==> config.mk <==
export PLATFORM = sky130hd
export DESIGN_NAME = vsync_phase_detect
export DESIGN_NICKNAME = d
export VERILOG_FILES = /design/src/rtl/vsync_phase_detect_pkg.sv /design/src/rtl/vsync_phase_detect_sync_rise_det.sv /design/src/rtl/vsync_phase_detect.sv
export SDC_FILE = /design/constraint.sdc
export NUM_CORES = 1
export LEC_CHECK = 0
export ABC_AREA = 1
export BUFFER_PORTS_ARGS = -buffer_cell sky130_fd_sc_hd__buf_4
export CAP_MARGIN = 20
export CORE_MARGIN = 3
export CORE_UTILIZATION = 40
export DETAILED_ROUTE_END_ITERATION = 6
export REMOVE_ABC_BUFFERS = 1
export SLEW_MARGIN = 10
export SYNTH_ARGS = -nofsm -noshare
export SYNTH_HDL_FRONTEND = slang
export SYNTH_SLANG_ARGS = --single-unit
export TNS_END_PERCENT = 30
==> constraint.sdc <==
create_clock -name clk -period 2.28 [get_ports clk]
set_clock_uncertainty 0.05 [all_clocks]
set_input_delay 0.342 -clock clk [delete_from_list [all_inputs] [get_ports clk]]
set_output_delay 0.342 -clock clk [all_outputs]
set_load 0.01 [all_outputs]
==> src/rtl/vsync_phase_detect_pkg.sv <==
`default_nettype none
// ============================================================================
// Module   : vsync_phase_detect_pkg
// Brief    : Shared camera-sync types: measurement FSM states, lag direction
// Revision : 1.0
// ============================================================================
package vsync_phase_detect_pkg;

  localparam int c_default_cnt_w = 24;

  typedef enum logic [1:0] {
    ST_IDLE   = 2'd0,
    ST_WAIT_0 = 2'd1,
    ST_WAIT_1 = 2'd2,
    ST_EVAL   = 2'd3
  } state_t;

  // Which channel's frame arrived late; shared with the sensor-clock generator.
  typedef enum logic [1:0] {
    LAG_NONE = 2'd0,
    LAG_CH0  = 2'd1,
    LAG_CH1  = 2'd2
  } lag_t;

endpackage
`default_nettype wire

==> src/rtl/vsync_phase_detect_sync_rise_det.sv <==
`default_nettype none
// ============================================================================
// Module   : sync_rise_det
// Brief    : 2-FF synchronizer plus registered rising-edge pulse (3-cycle lat.)
// Revision : 1.0
// ============================================================================
module sync_rise_det (
  input  logic clk,
  input  logic reset,
  input  logic i_async,
  output logic o_rise
);

  logic r_meta;
  logic r_sync;
  logic r_prev;
  logic r_rise;

  always_ff @(posedge clk) begin
    if (reset) begin
      r_meta <= 1'b0;
      r_sync <= 1'b0;
      r_prev <= 1'b0;
      r_rise <= 1'b0;
    end else begin
      r_meta <= i_async;
      r_sync <= r_meta;
      r_prev <= r_sync;
      r_rise <= r_sync & ~r_prev;
    end
  end

  assign o_rise = r_rise;

endmodule
`default_nettype wire

==> src/rtl/vsync_phase_detect.sv <==
`default_nettype none
// ============================================================================
// Module   : vsync_phase_detect
// Brief    : Measures vsync rise offset between two cameras; drives trim errors
// Revision : 1.0
// ============================================================================
module vsync_phase_detect
  import vsync_phase_detect_pkg::*;
#(
  parameter int CNT_W    = c_default_cnt_w,
  parameter int TOL_HI   = 16,
  parameter int TOL_LO   = 4,
  parameter int MAX_WIN  = 1000000,
  parameter int LOCK_CNT = 4
) (
  input  logic             clk,
  input  logic             reset,
  input  logic             vsync_0,
  input  logic             vsync_1,
  output logic             err_ch0,
  output logic             err_ch1,
  output logic [CNT_W-1:0] phase_delta,
  output logic             delta_valid,
  output logic             locked
);

  localparam int                c_lk_w    = $clog2(LOCK_CNT + 1);
  localparam logic [CNT_W-1:0]  c_tol_hi  = CNT_W'(TOL_HI);
  localparam logic [CNT_W-1:0]  c_tol_lo  = CNT_W'(TOL_LO);
  localparam logic [CNT_W-1:0]  c_max_win = CNT_W'(MAX_WIN);
  localparam logic [c_lk_w-1:0] c_lock    = c_lk_w'(LOCK_CNT);

  logic              w_rise_0, w_rise_1;
  state_t            r_state, w_state_nxt;
  logic [CNT_W-1:0]  r_cnt, w_cnt_nxt;
  logic [CNT_W-1:0]  r_delta, w_delta_nxt;
  lag_t              r_lag, w_lag_nxt;
  logic              w_timeout;
  logic [c_lk_w-1:0] r_lock_cnt, w_lock_cnt_nxt;
  logic              r_err0, r_err1, w_err0_nxt, w_err1_nxt;
  logic [CNT_W-1:0]  r_phase;
  logic              r_valid, r_locked;

  sync_rise_det u_rise_0 (.clk(clk), .reset(reset), .i_async(vsync_0), .o_rise(w_rise_0));
  sync_rise_det u_rise_1 (.clk(clk), .reset(reset), .i_async(vsync_1), .o_rise(w_rise_1));

  always_comb begin
    w_state_nxt = r_state;
    w_cnt_nxt   = r_cnt;
    w_delta_nxt = r_delta;
    w_lag_nxt   = r_lag;
    w_timeout   = 1'b0;
    case (r_state)
      ST_IDLE: begin
        if (w_rise_0 && w_rise_1) begin
          w_state_nxt = ST_EVAL;
          w_delta_nxt = '0;
          w_lag_nxt   = LAG_NONE;
        end else if (w_rise_0) begin
          w_state_nxt = ST_WAIT_1;
          w_cnt_nxt   = CNT_W'(1);
        end else if (w_rise_1) begin
          w_state_nxt = ST_WAIT_0;
          w_cnt_nxt   = CNT_W'(1);
        end
      end
      // A completing edge wins over a same-cycle restart of the leader.
      ST_WAIT_1: begin
        if (w_rise_1) begin
          w_state_nxt = ST_EVAL;
          w_delta_nxt = r_cnt;
          w_lag_nxt   = LAG_CH1;
        end else if (w_rise_0) begin
          w_cnt_nxt = CNT_W'(1);
        end else if (r_cnt == c_max_win) begin
          w_state_nxt = ST_IDLE;
          w_timeout   = 1'b1;
        end else begin
          w_cnt_nxt = r_cnt + 1'b1;
        end
      end
      ST_WAIT_0: begin
        if (w_rise_0) begin
          w_state_nxt = ST_EVAL;
          w_delta_nxt = r_cnt;
          w_lag_nxt   = LAG_CH0;
        end else if (w_rise_1) begin
          w_cnt_nxt = CNT_W'(1);
        end else if (r_cnt == c_max_win) begin
          w_state_nxt = ST_IDLE;
          w_timeout   = 1'b1;
        end else begin
          w_cnt_nxt = r_cnt + 1'b1;
        end
      end
      ST_EVAL: w_state_nxt = ST_IDLE;
      default: w_state_nxt = ST_IDLE;
    endcase
  end

  always_comb begin
    w_err0_nxt     = r_err0;
    w_err1_nxt     = r_err1;
    w_lock_cnt_nxt = r_lock_cnt;
    if (r_state == ST_EVAL) begin
      if (r_delta > c_tol_hi) begin
        w_err0_nxt = (r_lag == LAG_CH0);
        w_err1_nxt = (r_lag == LAG_CH1);
      end else if (r_delta <= c_tol_lo) begin
        w_err0_nxt = 1'b0;
        w_err1_nxt = 1'b0;
      end else begin
        // Inside the hysteresis band only the now-leading channel's error drops.
        if (r_lag == LAG_CH1) w_err0_nxt = 1'b0;
        if (r_lag == LAG_CH0) w_err1_nxt = 1'b0;
      end
      if (r_delta <= c_tol_lo) begin
        if (r_lock_cnt != c_lock) w_lock_cnt_nxt = r_lock_cnt + 1'b1;
      end else begin
        w_lock_cnt_nxt = '0;
      end
    end else if (w_timeout) begin
      w_lock_cnt_nxt = '0;
    end
  end

  always_ff @(posedge clk) begin
    if (reset) begin
      r_state    <= ST_IDLE;
      r_cnt      <= '0;
      r_delta    <= '0;
      r_lag      <= LAG_NONE;
      r_lock_cnt <= '0;
      r_err0     <= 1'b0;
      r_err1     <= 1'b0;
      r_phase    <= '0;
      r_valid    <= 1'b0;
      r_locked   <= 1'b0;
    end else begin
      r_state    <= w_state_nxt;
      r_cnt      <= w_cnt_nxt;
      r_delta    <= w_delta_nxt;
      r_lag      <= w_lag_nxt;
      r_lock_cnt <= w_lock_cnt_nxt;
      r_err0     <= w_err0_nxt;
      r_err1     <= w_err1_nxt;
      r_valid    <= (r_state == ST_EVAL);
      r_locked   <= (w_lock_cnt_nxt == c_lock);
      if (r_state == ST_EVAL) r_phase <= r_delta;
    end
  end

  assign err_ch0     = r_err0;
  assign err_ch1     = r_err1;
  assign phase_delta = r_phase;
  assign delta_valid = r_valid;
  assign locked      = r_locked;

endmodule
`default_nettype wire
==> results.rst <==
.. list-table::
   :header-rows: 1

   * - Metric
     - Value
   * - Status
     - complete, no violations
   * - Routed wire length on met2
     - 4800 um
   * - Relative slew margins
     - 66.8%
   * - Endpoint required time on the critical path
     - 2.51 ns
   * - Max Cap Viol
     - 0
   * - # fillers
     - around 1100
   * - Hold buffers post-CTS
     - 0
   * - FF+latch count, synth
     - 91
   * - Largest net degree at the start of global routing
     - 40
   * - Vias
     - 4190
   * - Arrival time at the worst endpoint
     - 2.15 ns
   * - Worst-skew pair later-pin latency
     - 0.34 ns
   * - Worst vdd ir
     - 0.425 mV
   * - Most common cell after layout, fill and taps aside
     - nand2_1
   * - Standard-cell rows
     - 38
   * - Overall routing resource usage
     - 18.0%
   * - Number of DRC markers in iteration 0
     - 333
   * - Cell area after placement
     - 4880 sq um
   * - Clock buffer depth
     - 2
   * - Wire length of the first global-routing pass
     - 18900 um
   * - Total Wirelength
     - 11100 um
   * - Sequential element share of the synthesized area
     - 39.9%
   * - Die extent in y
     - 113 um
   * - Cell area after technology mapping
     - 4570 sq um
   * - Setup Crit Path Kind
     - flip-flop to flip-flop
   * - Hold violation total from the final report
     - 0
   * - Pwr Density
     - 859 nW/um^2
   * - Final min period
     - 1.92 ns
   * - Antenna fix cells
     - 0
   * - Port Buffers
     - 31
   * - Sink Count
     - just over 90
   * - Hold Crit Class
     - input port to flip-flop
   * - Most used cells in the layout excluding fill and tap cells
     - nand2_1, nor2_1, dfxtp_1
   * - IO Pins
     - 32
   * - Layout cell share with drive strength beyond 1
     - 14.4%
   * - Post-CTS clock slew at the launch and capture registers of the worst setup and hold paths
     - approximately 0.070 ns
   * - Syn_area_per_cell
     - 6.89 sq um
   * - Fin crit share
     - 84.4%
   * - Number of nets with antenna violations after routing
     - 0
   * - Critical path launch point type
     - flip-flop
   * - Largest driver fanout on the critical path
     - 29
   * - Kind of end point of the critical path
     - flip-flop
   * - Setup repair after global routing missed its margin
     - no
   * - Gp weighted congestion
     - 0.863
   * - DRC violations left
     - 0
   * - Maximum clock frequency
     - approximately 0.52 GHz
   * - Die Wd
     - approximately 110 um
   * - Warnings from Yosys
     - 0
   * - Number of iterations in the first detailed-routing pass
     - 5
   * - Nets@finish
     - 697
   * - P&R area growth vs syn
     - 14.5%
   * - Total number of H-tree levels
     - 3
   * - Number of buffers added for setup after CTS
     - 0
   * - FF/Latch Area
     - roughly 1800 sq um
   * - Via count of the first global-routing pass
     - ~3800
   * - Post-route setup TNS
     - 0 ns
   * - Average wire per cell in the routed design
     - between 10 and 15 um
   * - Root Buffer Master
     - clkbuf_16
   * - Routed metal-1 wire length
     - between 5000 and 6000 um
   * - Slew at the pin with the worst max-slew slack
     - 0.494 ns
   * - Static leakage
     - 2.15 nW
   * - Post-route cell area
     - 5230 sq um
   * - Core occupancy in the finished layout
     - 47.7%
   * - Clock buffer count from CTS
     - 9
   * - Max Transition Viols Final
     - 0
   * - CTS tree
     - done
   * - Highest metal layer used by the detailed router
     - met4
   * - Starting Density
     - 41.6%
   * - Setup violations, final
     - 0
   * - Die ar.
     - 12700 sq um
   * - Synthesized instance count
     - ~660
   * - Post-synthesis cell type count
     - 40
   * - DP Wirelength
     - 7910 um
   * - Total overflow reported by the global router
     - 0
   * - Average via count per standard cell
     - 5.06
   * - Metal3 WL
     - 384 um
   * - Core outline area
     - approximately 11000 sq um
   * - Area occupied by multi-input gates
     - 2310 sq um
   * - Post-CTS resize count
     - 0
   * - Antenna violations before repair
     - 0
-- final cells by class --
class	instances	area share (%)
clock inverter	6	2.27
inverter	71	5.24
multi-input combinational	471	44.2
tap	140	3.35
clock buffer	10	4.57
sequential	91	34.8
timing repair buffer	39	5.59
-- power by group --
part           leakage (nW)  switching, mW  internal, mW
sequential            0.735         0.0613          1.67
clock                 0.176          0.657          1.12
combinational          1.24          0.694         0.293
total                  2.15           1.41          3.08
-- metrics by stage --
stage               cells  hold slack [ns]  worst slack (ns)  power, mW
global placement      812            0.328             0.494       2.73
CTS                   828            0.146             0.386       4.52
floorplan             633            0.324           -0.0752       2.40
finish                828            0.146             0.356       4.49
detailed placement    812            0.333             0.411       2.75
global route          828            0.166             0.190       4.71
-- path summary, 6_finish.rpt --
| path | start | depth (start not counted) | to | slack, ns |
|---|---|---|---|---|
| max | r_state[0]$_SDFFE_PP0P_ | 9 | r_lag[1]$_SDFFE_PP0P_ | 0.36 |
| min | vsync_1 | 3 | u_rise_1.r_meta$_SDFF_PP0_ | 0.15 |
| max reg2reg | r_state[0]$_SDFFE_PP0P_ | 9 | r_lag[1]$_SDFFE_PP0P_ | 0.36 |
| min reg2reg | u_rise_0.r_prev$_SDFF_PP0_ | 1 | u_rise_0.o_rise$_SDFF_PP0_ | 0.34 |
-- worst max-delay path: stages, from the launching register on --
cell     delay [ns]
dfxtp_1        0.36
inv_1          0.15
ha_1           0.30
inv_2          0.05
o22ai_1        0.21
inv_1          0.06
nand2_1        0.08
buf_4          0.29
o21ai_0        0.18
a21oi_1        0.14
-- flip-flops by register name, summed over array words and instances, names as in the netlist, 2 cells and up --
signal,cells
phase_delta,24
r_cnt,24
r_lock_cnt,3
r_delta,24
r_lag,2
r_state,2
-- Yosys cell counts (all sizes together) --
cell type / n / area [sq um]
xor2: 2 / 17.5
nand4: 10 / 77.6
nor4: 1 / 6.26
o211ai: 1 / 7.51
inv: 71 / 274
nor3: 8 / 45.0
ha: 10 / 125
nand3: 62 / 363
dfxtp: 91 / 1820
or2: 2 / 12.5
nor2: 117 / 482
buf: 16 / 110
nand2: 147 / 567
a21boi: 1 / 7.51
o21ai: 45 / 225
o31ai: 1 / 12.5
clkbuf: 14 / 52.6
o22ai: 5 / 31.3
and2: 2 / 13.8
a211oi: 2 / 15.0
a21oi: 53 / 292
a31oi: 2 / 12.5
-- layer usage --
layer  up-vias  track usage, %
met5         -               0
met4         0            6.57
met3        12            2.57
met2        97            27.4
met1      1911            26.1
li1       2170               -
-- kinds of logic after synthesis --
kind of cell | share of synthesized area, %
DFF | 39.9
AOI/OAI and AO/OA | 13.2
buffers and inverters | 9.55
adders and majority gates | 2.74
and+or+nand+nor | 34.3
xor gates and xnor gates | 0.383
(Power assumes the default switching activity.)
